## src/rtl/digit_entry_sequencer.sv

```systemverilog
// rtl/digit_entry_sequencer.sv - keypad HH:MM entry sequencer feeding the time/alarm digit registers
// Optional macro DIGIT_ENTRY_BACKSPACE_EN: code 4'hF steps the cursor back one digit.
module digit_entry_sequencer #(
   parameter int TIMEOUT_CYCLES = 1000,
   parameter int TO_W           = 10
) (
   input  logic       clk,
   input  logic       reset,
   input  logic       keyValid,
   input  logic [3:0] numPad,
   input  logic       modeSet,
   input  logic       modeAlarm,
   input  logic       cancel,
   output logic       setLH,
   output logic       setRH,
   output logic       setLM,
   output logic       setRM,
   output logic [3:0] digitOut,
   output logic       setSignal,
   output logic       alarmSignal,
   output logic [1:0] cursor,
   output logic       busy,
   output logic       commitTime,
   output logic       commitAlarm,
   output logic       error,
   output logic       abort
);
   typedef enum logic [2:0] {IDLE, E_LH, E_RH, E_LM, E_RM, COMMIT} state_t;

   state_t          state, state_n;
   logic            mode_alarm, mode_alarm_n;
   logic [3:0]      lh_q, lh_n;
   logic [TO_W-1:0] cnt, cnt_n;
   logic [3:0]      strobe_n, digit_n;
   logic [1:0]      cursor_n;
   logic            commit_time_n, commit_alarm_n, error_n, abort_n;
   logic            key_ok, timeout, back_key;

   always_comb begin
      state_n        = state;
      mode_alarm_n   = mode_alarm;
      lh_n           = lh_q;
      cnt_n          = '0;
      strobe_n       = 4'b0000;
      digit_n        = 4'd0;
      commit_time_n  = 1'b0;
      commit_alarm_n = 1'b0;
      error_n        = 1'b0;
      abort_n        = 1'b0;
      cursor_n       = 2'd0;

      // 24-hour limits; the right-hour limit depends on the stored left hour
      case (state)
         E_LH:    key_ok = (numPad <= 4'd2);
         E_RH:    key_ok = (lh_q == 4'd2) ? (numPad <= 4'd3) : (numPad <= 4'd9);
         E_LM:    key_ok = (numPad <= 4'd5);
         E_RM:    key_ok = (numPad <= 4'd9);
         default: key_ok = 1'b0;
      endcase

      timeout = (cnt == TO_W'(TIMEOUT_CYCLES - 1));
`ifdef DIGIT_ENTRY_BACKSPACE_EN
      back_key = keyValid && (numPad == 4'hF);
`else
      back_key = 1'b0;
`endif

      case (state)
         IDLE: begin
            if (modeSet) begin
               state_n      = E_LH;
               mode_alarm_n = 1'b0;
            end else if (modeAlarm) begin
               state_n      = E_LH;
               mode_alarm_n = 1'b1;
            end
         end
         COMMIT: begin
            state_n        = IDLE;
            commit_time_n  = !mode_alarm;
            commit_alarm_n = mode_alarm;
         end
         default: begin
            cnt_n = cnt + 1'b1;
            // abandon paths outrank any key arriving in the same cycle
            if (cancel || timeout || (back_key && state == E_LH)) begin
               state_n = IDLE;
               abort_n = 1'b1;
               cnt_n   = '0;
            end else if (back_key) begin
               cnt_n   = '0;
               state_n = (state == E_RH) ? E_LH : (state == E_LM) ? E_RH : E_LM;
            end else if (keyValid && key_ok) begin
               cnt_n   = '0;
               digit_n = numPad;
               case (state)
                  E_LH: begin
                     strobe_n = 4'b1000;
                     lh_n     = numPad;
                     state_n  = E_RH;
                  end
                  E_RH: begin
                     strobe_n = 4'b0100;
                     state_n  = E_LM;
                  end
                  E_LM: begin
                     strobe_n = 4'b0010;
                     state_n  = E_RM;
                  end
                  default: begin
                     strobe_n = 4'b0001;
                     state_n  = COMMIT;
                  end
               endcase
            end else if (keyValid) begin
               error_n = 1'b1;
            end
         end
      endcase

      case (state_n)
         E_RH:    cursor_n = 2'd1;
         E_LM:    cursor_n = 2'd2;
         E_RM:    cursor_n = 2'd3;
         default: cursor_n = 2'd0;
      endcase
   end

   always_ff @(posedge clk or posedge reset) begin
      if (reset) begin
         state       <= IDLE;
         mode_alarm  <= 1'b0;
         lh_q        <= 4'd0;
         cnt         <= '0;
         setLH       <= 1'b0;
         setRH       <= 1'b0;
         setLM       <= 1'b0;
         setRM       <= 1'b0;
         digitOut    <= 4'd0;
         setSignal   <= 1'b0;
         alarmSignal <= 1'b0;
         cursor      <= 2'd0;
         busy        <= 1'b0;
         commitTime  <= 1'b0;
         commitAlarm <= 1'b0;
         error       <= 1'b0;
         abort       <= 1'b0;
      end else begin
         state       <= state_n;
         mode_alarm  <= mode_alarm_n;
         lh_q        <= lh_n;
         cnt         <= cnt_n;
         setLH       <= strobe_n[3];
         setRH       <= strobe_n[2];
         setLM       <= strobe_n[1];
         setRM       <= strobe_n[0];
         digitOut    <= digit_n;
         setSignal   <= (state_n != IDLE) && !mode_alarm_n;
         alarmSignal <= (state_n != IDLE) && mode_alarm_n;
         cursor      <= cursor_n;
         busy        <= (state_n != IDLE);
         commitTime  <= commit_time_n;
         commitAlarm <= commit_alarm_n;
         error       <= error_n;
         abort       <= abort_n;
      end
   end
endmodule
```

## config.mk

```make
export PLATFORM = sky130hd
export DESIGN_NAME = digit_entry_sequencer
export DESIGN_NICKNAME = d
export VERILOG_FILES = /design/src/rtl/digit_entry_sequencer.sv
export SDC_FILE = /design/constraint.sdc
export NUM_CORES = 1
export LEC_CHECK = 0
export ABC_AREA = 1
export ABC_CLOCK_PERIOD_IN_PS = 2100
export BUFFER_PORTS_ARGS = -buffer_cell sky130_fd_sc_hd__buf_2
export CAP_MARGIN = 20
export CORE_MARGIN = 1
export CORE_UTILIZATION = 54
export CTS_CLUSTER_SIZE = 16
export DETAILED_ROUTE_END_ITERATION = 16
export PLACE_DENSITY = 0.82
export SLEW_MARGIN = 10
export SYNTH_ARGS = -nofsm -noshare
export SYNTH_HDL_FRONTEND = slang
export SYNTH_SLANG_ARGS = --single-unit
```

## constraint.sdc

```tcl
create_clock -name clk -period 2.1 [get_ports clk]
set_clock_uncertainty 0.1 [all_clocks]
set_input_delay 0.42 -clock clk [delete_from_list [all_inputs] [get_ports clk]]
set_output_delay 0.42 -clock clk [all_outputs]
set_load 0.05 [all_outputs]
```

==> results.py, run 1 <==
metrics = {
    "outcome": {
        "outcome": "finished, final reports clean",
    },
    "power": {
        "p_comb_share_pct": 32.5,
        "switchingPower_mw": 0.6658,
        "pwr_density_cell_mw_per_mm2": 942.3,
        "p_leak_nw": 1.007,
        "power_frac_seq_pct": 47.5,
        "clockPowerShare_pct": 20.0,
        "sw_frac_of_total_pct": 39.30,
        "ir_drop_v": 0.0007445,
        "finalPower_mw": 1.694,
        "p_int_mw": 1.028,
    },
    "drt": {
        "wl_per_cell_um": 10.95,
        "firstDrtPassIters": 6,
        "drtIter0Drc": 26,
        "drc": 0,
        "num_vias": 1178,
        "ant_nets": 0,
        "drt-total-wl_um": 2673,
        "viasPerCell": 4.828,
    },
    "setup_path": {
        "cp-start-kind": "flop",
        "cp_common_cell": "nand2_1",
        "cpMaxStageDelayCell": "dfrtp_1",
        "endpoint_kind": "flop",
        "cp_slowest_stage_delay_ns": 0.41,
        "critPathRequiredTime_ns": 2.23,
        "crit_chain": "ha_1, nand2_1, nor2_1, nand4_1, nand2_1, nor2_4, nand2_1, a21oi_4, nor2_1, nand2_1, nand2_1",
        "crit_path_max_fanout": 6,
        "cp_data_arrival_time_ns": 2.01,
        "worst-setup-path-type": "flop to flop",
    },
    "final_layout": {
        "mostFrequentLayoutCell": "dfrtp_1",
        "area_delta_synth_final_pct": 14.14,
        "nets": 223,
        "n_antenna_cell": 0,
        "instances_no_fill": 244,
        "multi_input_area_um2": 568.0,
        "final_cell_mix": "dfrtp_1 (35), nand2_1 (32), nor2_1 (30), buf_2 (26), inv_1 (20)",
        "fill_cells": 240,
        "drive_gt1_share_pct": 29.11,
        "ff_latch_area_um2": 875.8,
        "final_util_pct": 65.20,
    },
    "global_routing": {
        "grt_pass1_wl_um": 4823,
        "grt_max_degree": 36,
        "antenna_found_initial": 0,
        "grt_pass1_vias": 1158,
        "overflow": 0,
        "grt_usage_pct": 20.46,
    },
    "clock_tree": {
        "cts_setup_buffers": 0,
        "cts_hold_buffers": 0,
        "cts_resized": 0,
        "cts-root-buf": "clkbuf_4",
        "cts.clk_slew.worst_paths_ns": 0.10,
        "cts_tree": "yes",
        "ctsLongestPathBuffers": 2,
        "cts_buffers": 5,
        "clk_latency_ns": 0.34,
        "clock_sinks": 35,
        "h-tree-depth": 2,
    },
    "timing": {
        "post-route-period-util_pct": 89.68,
        "slew_violations": 0,
        "slew_headroom_pct": 72.34,
        "fin_crit_ns": 1.883,
        "holdWs_ns": 0.04958,
        "tightest_slew_ns": 0.4150,
        "rsz0062_at_grt": "false",
        "setup_viol": 0,
        "fmax_mhz": 531.0,
        "setup_tns_ns": 0,
        "hold_viol_final": 0,
    },
    "place": {
        "gp_congestion": 0.7960,
        "io_buffer_count": 26,
        "dp_hpwl_um": 1974,
        "dp.cells": 236,
    },
    "die": {
        "pin_count": 27,
        "die-area_mm2": 0.003137,
        "die_h_um": 56.01,
        "start_util_pct": 57.12,
        "rows": 19,
        "core_mm2": 0.002758,
        "die_w_um": 56.01,
    },
    "synthesis": {
        "yosysSeqAreaShare_pct": 55.60,
        "ys_types": 24,
        "syn_nets": 189,
        "synth_seq_cells": 35,
        "syn-instance-count": 178,
        "syn_area_mm2": 0.001575,
        "syn_area_per_cell_um2": 8.850,
        "yosysWarnings": 0,
    },
    "run": {
        "drv_cap": 0,
    },
    "min_path": {
        "hold_class": "input port to async pin",
    },
}
final cells by class:
type                            instances  area share, %
Tap cell                               31          2.157
Timing Repair Buffer                   28          8.072
Multi-Input combinational cell        110          31.59
Inverter                               32          6.681
Clock inverter                          1         0.2784
Sequential cell                        35          48.71
Clock buffer                            7          2.505
power groups by stage:
| stage | logic (mW) | registers (mW) | clock network [mW] |
|---|---|---|---|
| floorplan | 0.296 | 0.956 | 0 |
| global placement | 0.545 | 0.816 | 0 |
| detailed placement | 0.555 | 0.816 | 0 |
| CTS | 0.557 | 0.804 | 0.350 |
| global route | 0.607 | 0.814 | 0.378 |
| finish | 0.551 | 0.804 | 0.339 |
per-stage QoR:
step | setup WS, ns | area, um2
after floorplan | 0.3749 | 1575
after global placement | 0.2240 | 1748
after detailed placement | 0.1802 | 1748
after CTS | 0.2358 | 1798
after global routing | 0.03345 | 1798
final | 0.2167 | 1798
critical path: cells and delay by family, from the launching register on:
family	cells	cell delay, ns
DFF	1	0.41
adders and majority gates	1	0.21
and+or+nand+nor	9	0.86
AOI/OAI and AO/OA	1	0.18
layer usage:
layer	GRT usage (%)	routed length, um	vias to the layer above
met2	31.63	1201	31
met3	5.116	132	7
met5	0	0	-
met4	11.50	74	0
met1	26.38	1265	527
li1	-	-	613
cell usage after synthesis (all sizes together):
master  instances  area [um2]
a21oi           6       41.29
buf             1       11.26
dfrtp          35       875.8
ha              1       12.51
inv            32       120.1
nand2          37       156.4
nand3          12       70.07
nand3b          1       7.510
nand4           1       6.260
nor2           35       153.9
nor3            5       25.02
nor3b           3       37.54
o21ai           5       25.02
o22ai           1       6.260
xnor2           1       8.760
xor2            2       17.52
state kept, by name (all words and copies together), names as in the netlist, 2 cells and up:
| name | flops |
|---|---|
| cnt | 10 |
| digitOut | 4 |
| lh_q | 4 |
| state | 3 |
| cursor | 2 |
cells by family (layout without fill, tap and decap cells):
group	after synthesis	after routing	synth area share (%)
buffers and inverters	33	68	8.340
DFF	35	35	55.60
adders and majority gates	1	1	0.7942
and+or+nand+nor	94	94	28.99
AOI/OAI and AO/OA	12	12	4.607
xor gates and xnor gates	3	3	1.668
worst paths after layout:
path	slack [ns]	startpoint	depth (start not counted)	to
setup reg to reg	0.22	cnt[0]	11	cursor[0]
max in group asynchronous	1.55	reset	3	error
hold / removal	0.05	reset	3	cnt[6]
setup / recovery	0.22	cnt[0]	11	cursor[0]
min in group clk	0.24	numPad[2]	3	digitOut[2]
hold reg to reg	0.33	mode_alarm	1	commitTime
(Power assumes the default switching activity.)
==> run 2, diff against run 1 <==
- ABC_CLOCK_PERIOD_IN_PS: 2100 -> 2300
- CORE_UTILIZATION: 54 -> 58
- PLACE_DENSITY: 0.82 -> 0.87
- clock period: 2.1 -> 2.3 ns (I/O delays scaled with it)
==> results.py, run 2 (synthesis gave the netlist of run 1 again) <==
metrics = {
    "timing": {
        "slew_violations": 0,
        "setup_tns_ns": 0,
        "hold_viol_final": 0,
        "slew_headroom_pct": 71.93,
        "tightest_slew_ns": 0.4211,
        "fmax_mhz": 513.2,
        "fin_crit_ns": 1.949,
        "post-route-period-util_pct": 84.72,
        "setup_viol": 0,
        "rsz0062_at_grt": "false",
    },
    "final_layout": {
        "drive_gt1_share_pct": 28.77,
        "area_delta_synth_final_pct": 13.58,
        "nets": 222,
        "regMostFlops": "cnt",
        "final_area_mm2": 0.001789,
        "n_antenna_cell": 0,
        "final_cell_mix": "dfrtp_1 (35), nand2_1 (32), nor2_1 (30), buf_2 (26), inv_1 (20)",
        "largest_reg_flops": 10,
        "mostFrequentLayoutCell": "dfrtp_1",
        "top_regs": "cnt x10, digitOut x4, lh_q x4",
    },
    "die": {
        "rows": 18,
        "core_mm2": 0.002522,
        "die_h_um": 54.12,
        "start_util_pct": 62.45,
        "pin_count": 27,
        "die-area_mm2": 0.002928,
        "die_w_um": 54.12,
    },
    "global_routing": {
        "grt_pass1_wl_um": 4664,
        "grt_max_degree": 36,
        "grt_usage_pct": 23.23,
        "antenna_found_initial": 0,
        "overflow": 0,
        "grt_pass1_vias": 1156,
    },
    "setup_path": {
        "critPathRequiredTime_ns": 2.43,
        "reg2reg_setup_slack_ns": 0.35,
        "cp-start-kind": "flop",
        "reg2reg_from": "cnt[0]",
        "cp_data_arrival_time_ns": 2.08,
        "crit_path_max_fanout": 7,
        "reg2reg_depth": 11,
        "endpoint": "cursor[0]",
        "worst-setup-path-type": "flop to flop",
        "endpoint_kind": "flop",
        "worstReg2RegEnd": "cursor[0]",
        "critPathLaunch": "cnt[0]",
    },
    "clock_tree": {
        "cts_resized": 0,
        "cts.clk_slew.worst_paths_ns": 0.10,
        "ctsLongestPathBuffers": 2,
        "cts_hold_buffers": 0,
        "clk_latency_ns": 0.33,
        "h-tree-depth": 2,
        "cts_setup_buffers": 0,
        "clock_sinks": 35,
        "cts_buffers": 5,
        "cts-root-buf": "clkbuf_4",
        "cts_tree": "yes",
    },
    "drt": {
        "wl_per_cell_um": 11.90,
        "firstDrtPassIters": 4,
        "drt-total-wl_um": 2879,
        "ant_nets": 0,
        "viasPerCell": 5.087,
        "num_vias": 1231,
        "drtIter0Drc": 29,
        "drc": 0,
    },
    "outcome": {
        "outcome": "finished, final reports clean",
    },
    "power": {
        "ir_drop_v": 0.0007624,
        "pwr_density_cell_mw_per_mm2": 866.3,
        "p_leak_nw": 1.002,
    },
    "place": {
        "gp_congestion": 0.8180,
        "dp_hpwl_um": 2142,
        "io_buffer_count": 26,
        "dpl_cell_area_mm2": 0.001739,
    },
    "run": {
        "drv_cap": 0,
    },
    "min_path": {
        "hold_class": "input port to async pin",
    },
}
run 2: cell types whose count changed in the layout (fill, tap and decap cells not counted), sizes merged:
| cell | change |
|---|---|
| buf | -1 |
run 2: stage by stage:
stage                     setup slack [ns]  std cells  utilization (%)  hold slack (ns)  power [mW]
final                               0.3514        242            70.93          0.08606       1.550
after global placement              0.4020        234            68.95           0.3096       1.234
after detailed placement            0.3510        234            68.95           0.3237       1.253
after CTS                           0.3474        242            70.93          0.09918       1.563
after global routing                0.1286        242            70.93           0.1151       1.651
after floorplan                     0.5749        178                -           0.3012       1.143
run 2: per-layer routing:
metal  track usage [%]  part of all wire (%)  vias to the layer above
met5                 0                     0                        -
met4             10.26                  0.80                        0
met3             9.322                   5.7                        4
met2             37.04                    49                       38
met1             27.55                    44                      577
li1                  -                     -                      612
run 2: critical path: stages, from the launching register on:
cell	delay [ns]
dfrtp_1	0.41
ha_1	0.22
nand2_1	0.11
nor2_1	0.05
nand4_1	0.08
nand2_1	0.18
nor2_4	0.22
nand2_1	0.11
a21oi_4	0.17
nor2_1	0.07
nand2_1	0.07
nand2_1	0.05
run 2: worst min path at each step:
stage               start    endpoint  slack [ns]  cells past startpoint
2_1_floorplan  mode_alarm  commitTime        0.30                      1
3_3_place_gp   mode_alarm  commitTime        0.31                      1
3_5_place_dp   mode_alarm  commitTime        0.32                      1
4_1_cts             reset      cnt[6]         0.1                      3
5_1_grt             reset      cnt[6]        0.12                      3
6_report            reset  mode_alarm        0.09                      3
run 2: area by class of cell:
| class | count | area, um2 |
|---|---|---|
| timing repair buffer | 27 | 137.6 |
| sequential | 35 | 875.8 |
| clock inverter | 1 | 5.005 |
| multi-input combinational | 110 | 568.0 |
| inverter | 32 | 120.1 |
| tap | 30 | 37.54 |
| fill | 194 | 733.2 |
| clock buffer | 7 | 45.04 |
run 2: report_power, final:
part / switching [mW] / internal (mW) / total (mW)
logic: 0.377 / 0.127 / 0.504
registers: 0.0441 / 0.692 / 0.736
clock network: 0.191 / 0.119 / 0.310
